[config.mk]
export PLATFORM = sky130hd
export DESIGN_NAME = uv_double_counter
export DESIGN_NICKNAME = d
export VERILOG_FILES = /design/src/rtl/uv_double_counter.sv
export SDC_FILE = /design/constraint.sdc
export NUM_CORES = 1
export LEC_CHECK = 0
export CORE_AREA = 2 2 39 41
export CTS_BUF_LIST = sky130_fd_sc_hd__clkbuf_16
export CTS_CLUSTER_SIZE = 10
export DETAILED_ROUTE_END_ITERATION = 10
export DIE_AREA = 0 0 41 43
export MAX_ROUTING_LAYER = met4
export PLACE_DENSITY_LB_ADDON = 0.12
export SLEW_MARGIN = 20
export SYNTH_ARGS = -nofsm -noshare
export SYNTH_HDL_FRONTEND = slang
export SYNTH_SLANG_ARGS = --single-unit
[constraint.sdc]
create_clock -name clk -period 2.9 [get_ports clk]
set_input_delay 0.58 -clock clk [delete_from_list [all_inputs] [get_ports clk]]
set_output_delay 0.58 -clock clk [all_outputs]
set_load 0.02 [all_outputs]
[src/rtl/uv_double_counter.sv]
// Row-major (u, v) coefficient sequencer for an N x N DCT block.
// Saturates at (N-1, N-1) and raises done there until restart or reset.

module ff_en #(
    parameter int WIDTH = 1
) (
    input  logic             clk,
    input  logic             rst,
    input  logic             en,
    input  logic [WIDTH-1:0] rst_val,
    input  logic [WIDTH-1:0] D,
    output logic [WIDTH-1:0] Q
);

    always_ff @(posedge clk or negedge rst) begin
        if (!rst)
            Q <= rst_val;
        else if (en)
            Q <= D;
    end

endmodule

module uv_double_counter #(
    parameter int N  = 8,
    parameter int CW = $clog2(N)
) (
    input  logic          clk,
    input  logic          rst,
    input  logic          restart,
    input  logic          go,
    output logic [CW-1:0] u,
    output logic [CW-1:0] v,
    output logic          done
);

    localparam logic [CW-1:0] LAST = CW'(N - 1);
    localparam logic [CW-1:0] ZERO = '0;

    logic [CW-1:0] u_d;
    logic [CW-1:0] v_d;
    logic          u_en;
    logic          v_en;
    logic          v_wrap;

    assign done   = (u == LAST) && (v == LAST);
    assign v_wrap = (v == LAST);

    // restart beats go; once saturated, go no longer loads either register
    always_comb begin
        u_d  = u;
        v_d  = v;
        u_en = 1'b0;
        v_en = 1'b0;
        if (restart) begin
            u_d  = ZERO;
            v_d  = ZERO;
            u_en = 1'b1;
            v_en = 1'b1;
        end else if (go && !done) begin
            v_en = 1'b1;
            if (v_wrap) begin
                v_d  = ZERO;
                u_d  = u + CW'(1);
                u_en = 1'b1;
            end else begin
                v_d  = v + CW'(1);
            end
        end
    end

    ff_en #(.WIDTH(CW)) u_reg (
        .clk     (clk),
        .rst     (rst),
        .en      (u_en),
        .rst_val (ZERO),
        .D       (u_d),
        .Q       (u)
    );

    ff_en #(.WIDTH(CW)) v_reg (
        .clk     (clk),
        .rst     (rst),
        .en      (v_en),
        .rst_val (ZERO),
        .D       (v_d),
        .Q       (v)
    );

endmodule

**After elaboration in Yosys (flattened, before gate mapping)**

Cells that the tools add are included.

- Output and inout port bits: 7
- Bits in registers: 6
- Logic and storage cells: 24

- Multiplexer cells: 11
- Reduce and logical (&&, ||, !) cells: 7
- Equal/unequal tests: 2
- $add $sub $neg: 2

Operators by type and width:

| operator | count |
|---|---|
| $mux 3 | 6 |
| $add 3x1->3 const B | 2 |
| $eq 3x3->1 const B | 2 |
| $mux 1 | 5 |
| $reduce_bool 2->1 | 2 |
| $reduce_and 3->1 | 1 |
| $logic_and 1x1->1 | 2 |
| $reduce_and 2->1 | 1 |
| $logic_not 1->1 | 1 |

**Depth between registers and ports, before layout**

Gate-level depths: netlist of the first run.

- Depth after elaboration: 7
- Depth in mapped cells: 4
- Mapped depth without buffers: 4

**Worst setup path after synthesis of the first run**

OpenSTA, ideal clock, no wires.

- Kind: register to output
- Start: reg v_reg.Q[0]
- End: out done
- Cell stages (with the launch flop): 4
- Data arrival time: 1.093 ns
- Data required time: 2.320 ns
- Slack: 1.227 ns
- Path through: dfrtp_1 ha_1 ha_1 and2_2

- Cells in the longest elaborated chain, start to end: 2

Ends and longest elaborated chain:

| what | RTL line | RTL |
|---|---|---|
| start, declared | 12 | `output logic [WIDTH-1:0] Q` |
| start signal, assigned | 17 | `Q <= rst_val;` |
| $eq 3x3->1 | 46 | `assign done = (u == LAST) && (v == LAST);` |
| $logic_and 1x1->1 | 46 |  |
| end, declared | 34 | `output logic done` |

No other way between the ends.

**Worst setup path after layout of the first run**

Ends and elaborated chain as after synthesis.

==> impl_results.rst, run 1 <==
.. list-table::
   :header-rows: 1

   * - Metric
     - Value
   * - Final setup vio count
     - 0
   * - Status
     - finished, final reports clean
   * - Path type of the worst min-delay path
     - reg2reg
   * - Port buffer count
     - 10
   * - Die outline height
     - between 40 and 50 microns
   * - Worst Skew
     - roughly 0.00050 ns
   * - Data arrival, critical path
     - 1.77 ns
   * - Final critical path time including I/O delays and setup
     - ~2.4 ns
   * - Mean cell area of the mapped netlist
     - approximately 11 sq um
   * - Number of resized instances in the post-cts repair step
     - 0
   * - CTS tree
     - done
   * - Via density per instance
     - between 4 and 5
   * - R2R depth
     - 4
   * - Timing-limited maximum frequency
     - 0.425 GHz
   * - Cell Count Post-Placement
     - 57
   * - Distinct cells, synth
     - 15
   * - Non-filler cells, final
     - 60
   * - Pins Over Slew Limit
     - 0
   * - Count of mapped cells out of synthesis
     - 32
   * - Largest net degree at the start of global routing
     - 13
   * - Setup Crit Path Kind
     - reg2out
   * - Total half-perimeter wirelength after legalization and detailed placement
     - between 500 and 600 microns
   * - Hold Buf Count CTS
     - 0
   * - Overflow left after global routing
     - 0
   * - Initial core utilization
     - 0.261
   * - Critical Path Fanout Max
     - 5
   * - Kind of launch point of the worst setup path
     - flop
   * - Wirelength per Cell
     - roughly 12 microns
   * - Flop2flop setup slack
     - roughly 1.3 ns
   * - Combined area of all synthesized cells
     - between 300 and 400 sq um
   * - Transition at the pin with the smallest max-transition slack
     - ~0.43 ns
   * - Final Total Pwr
     - about 0.33 mW
   * - Setup tns final
     - 0 ns
   * - Combined global-route utilization of all metal layers
     - 0.107
   * - RSZ-0062 raised after global routing
     - false
   * - Commonest non-fill, non-tap cells in the layout
     - sky130_fd_sc_hd__clkdlybuf4s50_1, sky130_fd_sc_hd__nand2b_1, sky130_fd_sc_hd__dfrtp_1, sky130_fd_sc_hd__ha_1
   * - Post-synth net total
     - 40
   * - Number of search-and-repair iterations in the first detailed-routing pass
     - 2
   * - Worst reg2reg endpoint
     - u_reg.Q[0]
   * - Die Footprint
     - about 1800 sq um
   * - Ratio of cells with drive above 1 in the final layout
     - 0.136
   * - Antenna diodes
     - 0
   * - Slowest-stage cell, CP
     - sky130_fd_sc_hd__clkdlybuf4s50_1
   * - Post-route DRC
     - 0
   * - Placer congestion estimate
     - between 0.6 and 0.7
   * - Number of rows created at floorplan
     - 14
   * - Fraction of synthesized cell area taken by the top area cell type
     - 0.415
   * - Post-synthesis to final-layout area growth
     - 52.9%
   * - Critical path endpoint category
     - output pin
   * - Crit-path max cell delay
     - about 0.53 ns
   * - NumNets Final
     - between 50 and 60
   * - H-tree level count
     - 1
   * - PD cells
     - between 500 and 600 nW/um^2
   * - Worst-case clock buffer depth
     - 2
   * - Most frequent standard cell in the layout excluding fill and tap cells
     - sky130_fd_sc_hd__clkdlybuf4s50_1
   * - Warnings, synthesis
     - 0
   * - Worst setup startpoint
     - v_reg.Q[0]
   * - WP data required
     - 2.32 ns
   * - Post-route ant nets
     - 0
   * - Post-layout utilization of the core
     - 0.400
   * - Highest ir drop seen on vdd
     - ~0.31 mV
   * - Sequential area share after synthesis
     - 0.415
   * - Iteration-0 DRC count of the detailed router
     - 3
   * - Standard cell core area
     - 1380 sq um
   * - Buffer type at the clock tree root
     - sky130_fd_sc_hd__clkbuf_16
   * - Worst max-slew margin expressed relative to the limit
     - 0.711
   * - Top cells by area, synth
     - sky130_fd_sc_hd__dfrtp_1, sky130_fd_sc_hd__ha_1, sky130_fd_sc_hd__nand2b_1
   * - Cell family contributing the most delay on the critical path
     - buffers and inverters
   * - Vias in the first global route
     - around 260
   * - Vias post-DR
     - 260
   * - Leakage power summed over all cells
     - 0.248 nW
   * - Die Wd
     - about 40 microns
   * - Post-synthesis sequential element count
     - 6
   * - Wire length of the first global-routing pass
     - about 1200 microns
   * - Maximum Capacitance Violations
     - 0
   * - Final hold violation count
     - 0
   * - Library cell with the largest summed area after synthesis
     - sky130_fd_sc_hd__dfrtp_1
   * - CP Capture Point
     - done
   * - Worst-path clk slew
     - around 0.03 ns
   * - Insertion delay to the later sink of the worst-skew pair
     - roughly 0.22 ns
   * - DRT Wirelength
     - slightly above 700 microns
   * - Critical path buffer and inverter count
     - 1
   * - Most frequent CP cell
     - sky130_fd_sc_hd__ha_1
   * - Boundary Pins
     - 11
   * - Number of cells on the critical path
     - 4
   * - Antenna violations before repair
     - 0
   * - Setup Fix Bufs, Post-CTS
     - 0
   * - Total CTS buffers
     - 3
   * - Part of the cycle the worst path needs
     - 0.811
   * - Worst reg2reg startpoint
     - u_reg.Q[0]
   * - Area of placed instances
     - 478 sq um
   * - Critical path, cell by cell
     - ha_1, ha_1, and2_2, clkdlybuf4s50_1
   * - Post-route cell area
     - approximately 550 sq um
   * - Clock Sinks
     - 6
==> area by class of cell <==
cell class	instances	area (sq um)
Timing Repair Buffer	10	100
Clock buffer	3	75.1
Fill cell	134	831
Sequential cell	6	150
Multi-Input combinational cell	25	208
Tap cell	16	20.0
==> synth_stat cells (all sizes together) <==
cell type / count
and3b: 1
and2: 1
mux2: 1
nor2b: 1
nand4bb: 1
or4b: 1
nor2: 1
nand2b: 8
ha: 4
clkbuf: 1
dfrtp: 6
o21ai: 2
mux2i: 3
a21boi: 1
==> worst min path at each step <==
stage / endpoint / depth (start not counted) / startpoint
after global placement: u_reg.Q[1] / 2 / u_reg.Q[1]
after floorplan: u_reg.Q[0] / 0 / rst
after CTS: v_reg.Q[0] / 2 / v_reg.Q[0]
final: v_reg.Q[2] / 2 / v_reg.Q[2]
after detailed placement: v_reg.Q[2] / 2 / v_reg.Q[2]
after global routing: v_reg.Q[0] / 2 / v_reg.Q[0]
==> routing by layer <==
metal | up-vias | GRT usage | wire length [microns]
li1 | 135 | - | -
met1 | 119 | 0.145 | 340
met2 | 6 | 0.128 | 339
met3 | 0 | 0.0314 | 47
met4 | 0 | 0.0800 | 0
met5 | - | - | 0
==> report_power, final <==
group	total [mW]	switching (mW)	leakage (nW)	internal [mW]
clock network	0.219	0.0425	0.0370	0.177
logic	0.0235	0.0109	0.129	0.0126
registers	0.0888	0.00218	0.0824	0.0867
==> registers in the layout, summed over array words and instances (netlist names) <==
name	flops
u_reg.Q	3
v_reg.Q	3
==> cell families after synthesis <==
logic type,Yosys count,share of synthesized area
and+or+nand+nor,14,0.273
DFF,6,0.415
muxes,4,0.114
adders and majority gates,4,0.138
AOI/OAI and AO/OA,3,0.0484
buffers and inverters,1,0.0104
==> worst register-to-register path, delay by kind of cell (launching register included) <==
kind                       cells  cell delay (ns)
DFF                            1             0.41
muxes                          1             0.34
and+or+nand+nor                1             0.28
adders and majority gates      2             0.41
==> stage by stage <==
step / hold WS, ns / worst slack [ns]
6_report: 0.568 / 0.548
2_1_floorplan: 0.284 / 1.23
5_1_grt: 0.595 / 0.465
3_3_place_gp: 0.552 / 0.804
3_5_place_dp: 0.570 / 0.786
4_1_cts: 0.577 / 0.539
(Power assumes the default switching activity.)
==> inputs of run 2 (changes only) <==
==> constraint.sdc (replaced) <==
create_clock -name clk -period 2.2 [get_ports clk]
set_input_delay 0.44 -clock clk [delete_from_list [all_inputs] [get_ports clk]]
set_output_delay 0.44 -clock clk [all_outputs]
set_load 0.02 [all_outputs]
==> run 2 against run 1 <==
  * Sequential share of layout area rose by 0.062 points
  * Critical path depth stayed put
  * Clock power rose by 33%
  * Total power is 33% higher
  * Final area is 0.23% lower
  * Count of clock-buffer cells in the layout is the same
  * Final cell count did not move
  * Largest power group unchanged
  * Worst hold slack worse by 0.10 ns
  * Critical path type unchanged
==> impl_results.rst, run 2 (same netlist as run 1, synthesis figures left out) <==
.. list-table::
   :header-rows: 1

   * - Metric
     - Value
   * - Status
     - finished, final reports clean
   * - Leakage power summed over all cells
     - 0.253 nW (+2.0%)
   * - Post-layout utilization of the core
     - 0.399 (-0.000904)
   * - NumNets Final
     - 54 (unchanged)
   * - Insertion delay to the later sink of the worst-skew pair
     - 0.23 ns (about the same)
   * - Vias post-DR
     - 279 (+7.3%)
   * - Die outline height
     - 43 microns (unchanged)
   * - Switching part of the total
     - 0.173 (+0.00558)
   * - Path type of the worst min-delay path
     - in2async
   * - Net switching power
     - 0.0762 mW (+37%)
   * - Pins Over Slew Limit
     - 0 (unchanged)
   * - Worst-case clock buffer depth
     - 2 (unchanged)
   * - Proportion of power drawn by combinational gates
     - 0.072 (about the same)
   * - Die Footprint
     - 1760 sq um (unchanged)
   * - Part of the cycle the worst path needs
     - 0.907
   * - Combined global-route utilization of all metal layers
     - 0.119 (+0.0127)
   * - Wire length of the first global-routing pass
     - 1270 microns (+8.2%)
   * - Clock group share of total power
     - 0.662 (about the same)
   * - Antenna violations before repair
     - 0 (unchanged)
   * - Placer congestion estimate
     - 0.623 (about the same)
   * - WP data required
     - 1.76 ns (-0.56 ns)
   * - Ratio of cells with drive above 1 in the final layout
     - 0.136 (unchanged)
   * - Antenna diodes
     - 0 (unchanged)
   * - Worst Skew
     - 0.00165 ns (+0.00115 ns)
   * - Wirelength per Cell
     - 12.8 microns (+5.4%)
   * - Clock Sinks
     - 6 (unchanged)
   * - Setup tns final
     - 0 ns (unchanged)
   * - Largest net degree at the start of global routing
     - 13 (unchanged)
   * - Critical path endpoint category
     - output pin
   * - Critical Path Fanout Max
     - 5 (unchanged)
   * - Timing-limited maximum frequency
     - around 0.50 GHz
   * - Post-synthesis to final-layout area growth
     - 52.6%
   * - Data arrival, critical path
     - 1.56 ns (-0.21 ns)
   * - Post-route ant nets
     - 0 (unchanged)
   * - Hold Buf Count CTS
     - 0 (unchanged)
   * - Cell Count Post-Placement
     - 57 (unchanged)
   * - Initial core utilization
     - 0.261 (unchanged)
   * - Setup Fix Bufs, Post-CTS
     - 0 (unchanged)
   * - Final critical path time including I/O delays and setup
     - 2.00 ns
   * - Buffer type at the clock tree root
     - sky130_fd_sc_hd__clkbuf_16
   * - Boundary Pins
     - 11 (unchanged)
   * - PD cells
     - 798 nW/um^2 (+33%)
   * - Total half-perimeter wirelength after legalization and detailed placement
     - 597 microns (+6.3%)
   * - Number of search-and-repair iterations in the first detailed-routing pass
     - 2 (unchanged)
   * - Die Wd
     - 41 microns (unchanged)
   * - Via density per instance
     - 4.65 (+7.3%)
   * - Cell-internal power
     - 0.364 mW (+32%)
   * - Iteration-0 DRC count of the detailed router
     - 3 (unchanged)
   * - Final hold violation count
     - 0 (unchanged)
   * - Post-route DRC
     - 0 (unchanged)
   * - CTS tree
     - done
   * - H-tree level count
     - 1 (unchanged)
   * - DRT Wirelength
     - 765 microns (+5.4%)
   * - Port buffer count
     - 10 (unchanged)
   * - Worst max-slew margin expressed relative to the limit
     - 0.698 (-0.0133)
   * - Standard cell core area
     - 1380 sq um (unchanged)
   * - Highest ir drop seen on vdd
     - 0.579 mV (+87%)
   * - Number of rows created at floorplan
     - 14 (unchanged)
   * - Area of placed instances
     - 478 sq um (unchanged)
   * - Most frequent standard cell in the layout excluding fill and tap cells
     - sky130_fd_sc_hd__clkdlybuf4s50_1
   * - Setup Crit Path Kind
     - reg2out
   * - Total CTS buffers
     - 3 (unchanged)
   * - Vias in the first global route
     - 282 (+8.0%)
   * - Final setup vio count
     - 0 (unchanged)
   * - Commonest non-fill, non-tap cells in the layout
     - sky130_fd_sc_hd__clkdlybuf4s50_1, sky130_fd_sc_hd__nand2b_1, sky130_fd_sc_hd__dfrtp_1, sky130_fd_sc_hd__ha_1
   * - Relative contribution of sequential cells to total power
     - 0.266 (-0.002)
   * - Non-filler cells, final
     - 60 (unchanged)
   * - Number of resized instances in the post-cts repair step
     - 1 (+1)
   * - Transition at the pin with the smallest max-transition slack
     - 0.449 ns (+0.0198 ns)
   * - Post-route cell area
     - 552 sq um (-0.23%)
   * - Worst-path clk slew
     - 0.03 ns (about the same)
   * - RSZ-0062 raised after global routing
     - false
   * - Kind of launch point of the worst setup path
     - flop
   * - Final Total Pwr
     - 0.440 mW (+33%)
   * - Maximum Capacitance Violations
     - 0 (unchanged)
   * - Overflow left after global routing
     - 0 (unchanged)
   * - Largest registers in the final layout
     - u_reg.Q (3), v_reg.Q (3)
[run 2: final timing paths]
path	from	slack [ns]	endpoint	depth (start not counted)
worst min register to register	u_reg.Q[2]	0.57	u_reg.Q[2]	2
min in group clk	u_reg.Q[2]	0.57	u_reg.Q[2]	2
worst max-delay path	v_reg.Q[0]	0.20	done	4
worst min-delay path	rst	0.47	v_reg.Q[0]	1
worst max register to register	u_reg.Q[0]	0.64	u_reg.Q[0]	4
max in group asynchronous	rst	1.51	u_reg.Q[2]	1
[run 2: area by class of cell]
type / instances / area (sq um)
fill: 141 / 832
multi-input combinational: 25 / 208
sequential: 6 / 150
timing repair buffer: 10 / 98.8
clock buffer: 3 / 75.1
tap: 16 / 20.0
[run 2: power groups by stage]
stage	combinational (mW)	sequential [mW]	clock, mW
after detailed placement	0.0320	0.118	0
after CTS	0.0321	0.117	0.295
after global placement	0.0307	0.118	0
final	0.0317	0.117	0.291
after global routing	0.0349	0.117	0.303
after floorplan	0.0110	0.122	0
[run 2: worst max-delay path: stages, from the launching register on]
cell                            delay, ns
sky130_fd_sc_hd__dfrtp_1             0.39
sky130_fd_sc_hd__ha_1                0.21
sky130_fd_sc_hd__ha_1                0.23
sky130_fd_sc_hd__and2_2              0.18
sky130_fd_sc_hd__dlygate4sd2_1       0.31
[run 2: per-layer routing]
| metal | track usage | vias to the layer above | part of all wire |
|---|---|---|---|
| li1 | - | 137 | - |
| met1 | 0.142 | 131 | 0.43 |
| met2 | 0.141 | 9 | 0.47 |
| met3 | 0.0628 | 2 | 0.078 |
| met4 | 0.100 | 0 | 0.020 |
| met5 | - | - | 0 |
[run 2: per-stage QoR]
| step | hold slack [ns] | setup WS (ns) |
|---|---|---|
| 2_1_floorplan | 0.144 | 0.624 |
| 3_3_place_gp | 0.553 | 0.242 |
| 3_5_place_dp | 0.568 | 0.220 |
| 4_1_cts | 0.471 | 0.190 |
| 5_1_grt | 0.489 | 0.137 |
| 6_report | 0.465 | 0.204 |
==> inputs of run 3 (changes only) <==
==> constraint.sdc (replaced) <==
create_clock -name clk -period 2.2 [get_ports clk]
set_input_delay 0.33 -clock clk [delete_from_list [all_inputs] [get_ports clk]]
set_output_delay 0.33 -clock clk [all_outputs]
set_load 0.02 [all_outputs]
==> run 3 against run 2 <==
  * Sequential power about the same
  * Final area up 0.23%
  * Highest routed layer is now met3
  * Flip-flop and latch count unchanged
  * Count of clock-buffer cells in the layout unchanged
  * Routed wire length down 3.1%
==> impl_results.rst, run 3 (same netlist as run 1, synthesis figures left out) <==
.. list-table::
   :header-rows: 1

   * - Metric
     - Value
   * - Ratio of cells with drive above 1 in the final layout
     - 0.136 (unchanged)
   * - Highest ir drop seen on vdd
     - 0.374 mV (-35%)
   * - Total half-perimeter wirelength after legalization and detailed placement
     - 603 microns (+1.1%)
   * - Insertion delay to the later sink of the worst-skew pair
     - 0.22 ns (about the same)
   * - Timing-limited maximum frequency
     - 0.479 GHz (-4.4%)
   * - Number of rows created at floorplan
     - 14 (unchanged)
   * - Largest net degree at the start of global routing
     - 13 (unchanged)
   * - Crit-path max cell delay
     - 0.53 ns (+0.14 ns)
   * - Placer congestion estimate
     - 0.630 (+1.1%)
   * - Area of placed instances
     - 478 sq um (unchanged)
   * - Wire length of the first global-routing pass
     - 1280 microns (+0.55%)
   * - Worst Skew
     - 0.00156 ns (-0.0000867 ns)
   * - Slowest-stage cell, CP
     - sky130_fd_sc_hd__clkdlybuf4s50_1
   * - Critical path, cell by cell
     - ha_1, ha_1, and2_2, clkdlybuf4s50_1
   * - PD cells
     - 791 nW/um^2 (-0.79%)
   * - Die Footprint
     - 1760 sq um (unchanged)
   * - Flop2flop setup slack
     - 0.65 ns (about the same)
   * - NumNets Final
     - 54 (unchanged)
   * - Final setup vio count
     - 0 (unchanged)
   * - Hold Buf Count CTS
     - 0 (unchanged)
   * - Critical Path Fanout Max
     - 5 (unchanged)
   * - Combined global-route utilization of all metal layers
     - 0.113 (-0.00658)
   * - Worst slack, placed
     - 0.343 ns (+0.123 ns)
   * - Setup Crit Path Kind
     - reg2out
   * - Data arrival, critical path
     - 1.76 ns (+0.20 ns)
   * - Worst reg2reg startpoint
     - u_reg.Q[0]
   * - Maximum Capacitance Violations
     - 0 (unchanged)
   * - Status
     - finished, final reports clean
   * - Final critical path time including I/O delays and setup
     - 2.09 ns (+0.0920 ns)
   * - Most frequent CP cell
     - sky130_fd_sc_hd__ha_1
   * - Number of search-and-repair iterations in the first detailed-routing pass
     - 2 (unchanged)
   * - Post-route DRC
     - 0 (unchanged)
   * - Transition at the pin with the smallest max-transition slack
     - 0.396 ns (-0.0523 ns)
   * - Filler cell count in the final layout
     - 140 (-0.71%)
   * - Path type of the worst min-delay path
     - in2async
   * - Routing usage on met3
     - 0.0366 (-0.0262)
   * - DRT Wirelength
     - 741 microns (-3.1%)
   * - Worst reg2reg endpoint
     - u_reg.Q[0]
   * - Antenna diodes
     - 0 (unchanged)
   * - Part of the cycle the worst path needs
     - 0.949 (+0.0418)
   * - Worst-path clk slew
     - 0.03 ns (about the same)
   * - Layer carrying the most global-route usage
     - met2
   * - R2R depth
     - 4 (unchanged)
   * - Iteration-0 DRC count of the detailed router
     - 1 (-2)
   * - RSZ-0062 raised after global routing
     - false
   * - Worst max-slew margin expressed relative to the limit
     - 0.733 (+0.0352)
   * - H-tree level count
     - 1 (unchanged)
   * - Kind of launch point of the worst setup path
     - flop
   * - Number of resized instances in the post-cts repair step
     - 0 (-1)
   * - Post-synthesis to final-layout area growth
     - 52.9%
   * - Antenna violations before repair
     - 0 (unchanged)
   * - Clock Sinks
     - 6 (unchanged)
   * - Via density per instance
     - 4.57 (-1.8%)
   * - Die Wd
     - 41 microns (unchanged)
   * - Critical path endpoint category
     - output pin
   * - Most frequent standard cell in the layout excluding fill and tap cells
     - sky130_fd_sc_hd__clkdlybuf4s50_1
   * - Post-route cell area
     - 553 sq um (+0.23%)
   * - Port buffer count
     - 10 (unchanged)
   * - Largest registers in the final layout
     - u_reg.Q (3), v_reg.Q (3)
   * - Die outline height
     - 43 microns (unchanged)
   * - Worst Slack Setup Final
     - 0.112 ns (-0.0920 ns)
   * - CTS tree
     - done
   * - Setup Fix Bufs, Post-CTS
     - 0 (unchanged)
   * - WP data required
     - 1.87 ns (+0.11 ns)
   * - Overflow left after global routing
     - 0 (unchanged)
   * - Boundary Pins
     - 11 (unchanged)
   * - Cell family contributing the most delay on the critical path
     - buffers and inverters
   * - Commonest non-fill, non-tap cells in the layout
     - sky130_fd_sc_hd__clkdlybuf4s50_1, sky130_fd_sc_hd__nand2b_1, sky130_fd_sc_hd__dfrtp_1, sky130_fd_sc_hd__ha_1
   * - Vias post-DR
     - 274 (-1.8%)
   * - Buffer type at the clock tree root
     - sky130_fd_sc_hd__clkbuf_16
   * - FF/Latch Area
     - 150 sq um (unchanged)
   * - Critical path buffer and inverter count
     - 1 (unchanged)
   * - Setup tns final
     - 0 ns (unchanged)
   * - Leakage power summed over all cells
     - 0.248 nW (-1.9%)
   * - Post-route ant nets
     - 0 (unchanged)
   * - Initial core utilization
     - 0.261 (unchanged)
   * - Pins Over Slew Limit
     - 0 (unchanged)
   * - Worst-case clock buffer depth
     - 2 (unchanged)
   * - Final hold violation count
     - 0 (unchanged)
   * - Total area of multi-input combinational cells
     - 208 sq um (unchanged)
   * - Wirelength per Cell
     - 12.4 microns (-3.1%)
   * - Vias in the first global route
     - 278 (-1.4%)
   * - Standard cell core area
     - 1380 sq um (unchanged)
   * - Total CTS buffers
     - 3 (unchanged)
   * - GR met2 Demand/Resource
     - 0.156 (+0.0156)
   * - Met1 Usage GRT
     - 0.141 (-0.00140)
==> run 3: worst max path at each step <==
stage / from / to / depth (start not counted)
final: v_reg.Q[0] / done / 4
after detailed placement: v_reg.Q[0] / done / 4
after floorplan: u_reg.Q[0] / u_reg.Q[0] / 4
after CTS: v_reg.Q[0] / done / 4
after global routing: v_reg.Q[0] / done / 4
after global placement: v_reg.Q[0] / done / 4
==> run 3: cell type report <==
cell class | count | area share
clock buffers | 3 | 0.136
multi-input cells | 25 | 0.376
flip-flops and latches | 6 | 0.271
well taps | 16 | 0.0362
repair buffers | 10 | 0.181
==> run 3: routing by layer <==
metal | part of all wire | routed length, microns
met2 | 0.49 | 364
met5 | 0 | 0
met4 | 0 | 0
met3 | 0.061 | 45
met1 | 0.45 | 331
==> run 3: through the flow <==
step                utilization  hold WS [ns]  std cells  power, mW
finish                    0.400         0.358         60      0.438
detailed placement        0.345         0.572         57      0.150
floorplan                     -        0.0344         32      0.133
global route              0.400         0.379         60      0.458
global placement          0.345         0.553         57      0.149
CTS                       0.400         0.363         60      0.447
==> run 3: power breakdown <==
part / switching (mW) / leakage [nW] / internal [mW]
Clock: 0.0563 / 0.0370 / 0.233
Combinational: 0.0146 / 0.129 / 0.0168
Sequential: 0.00283 / 0.0824 / 0.114
Total: 0.0738 / 0.248 / 0.364
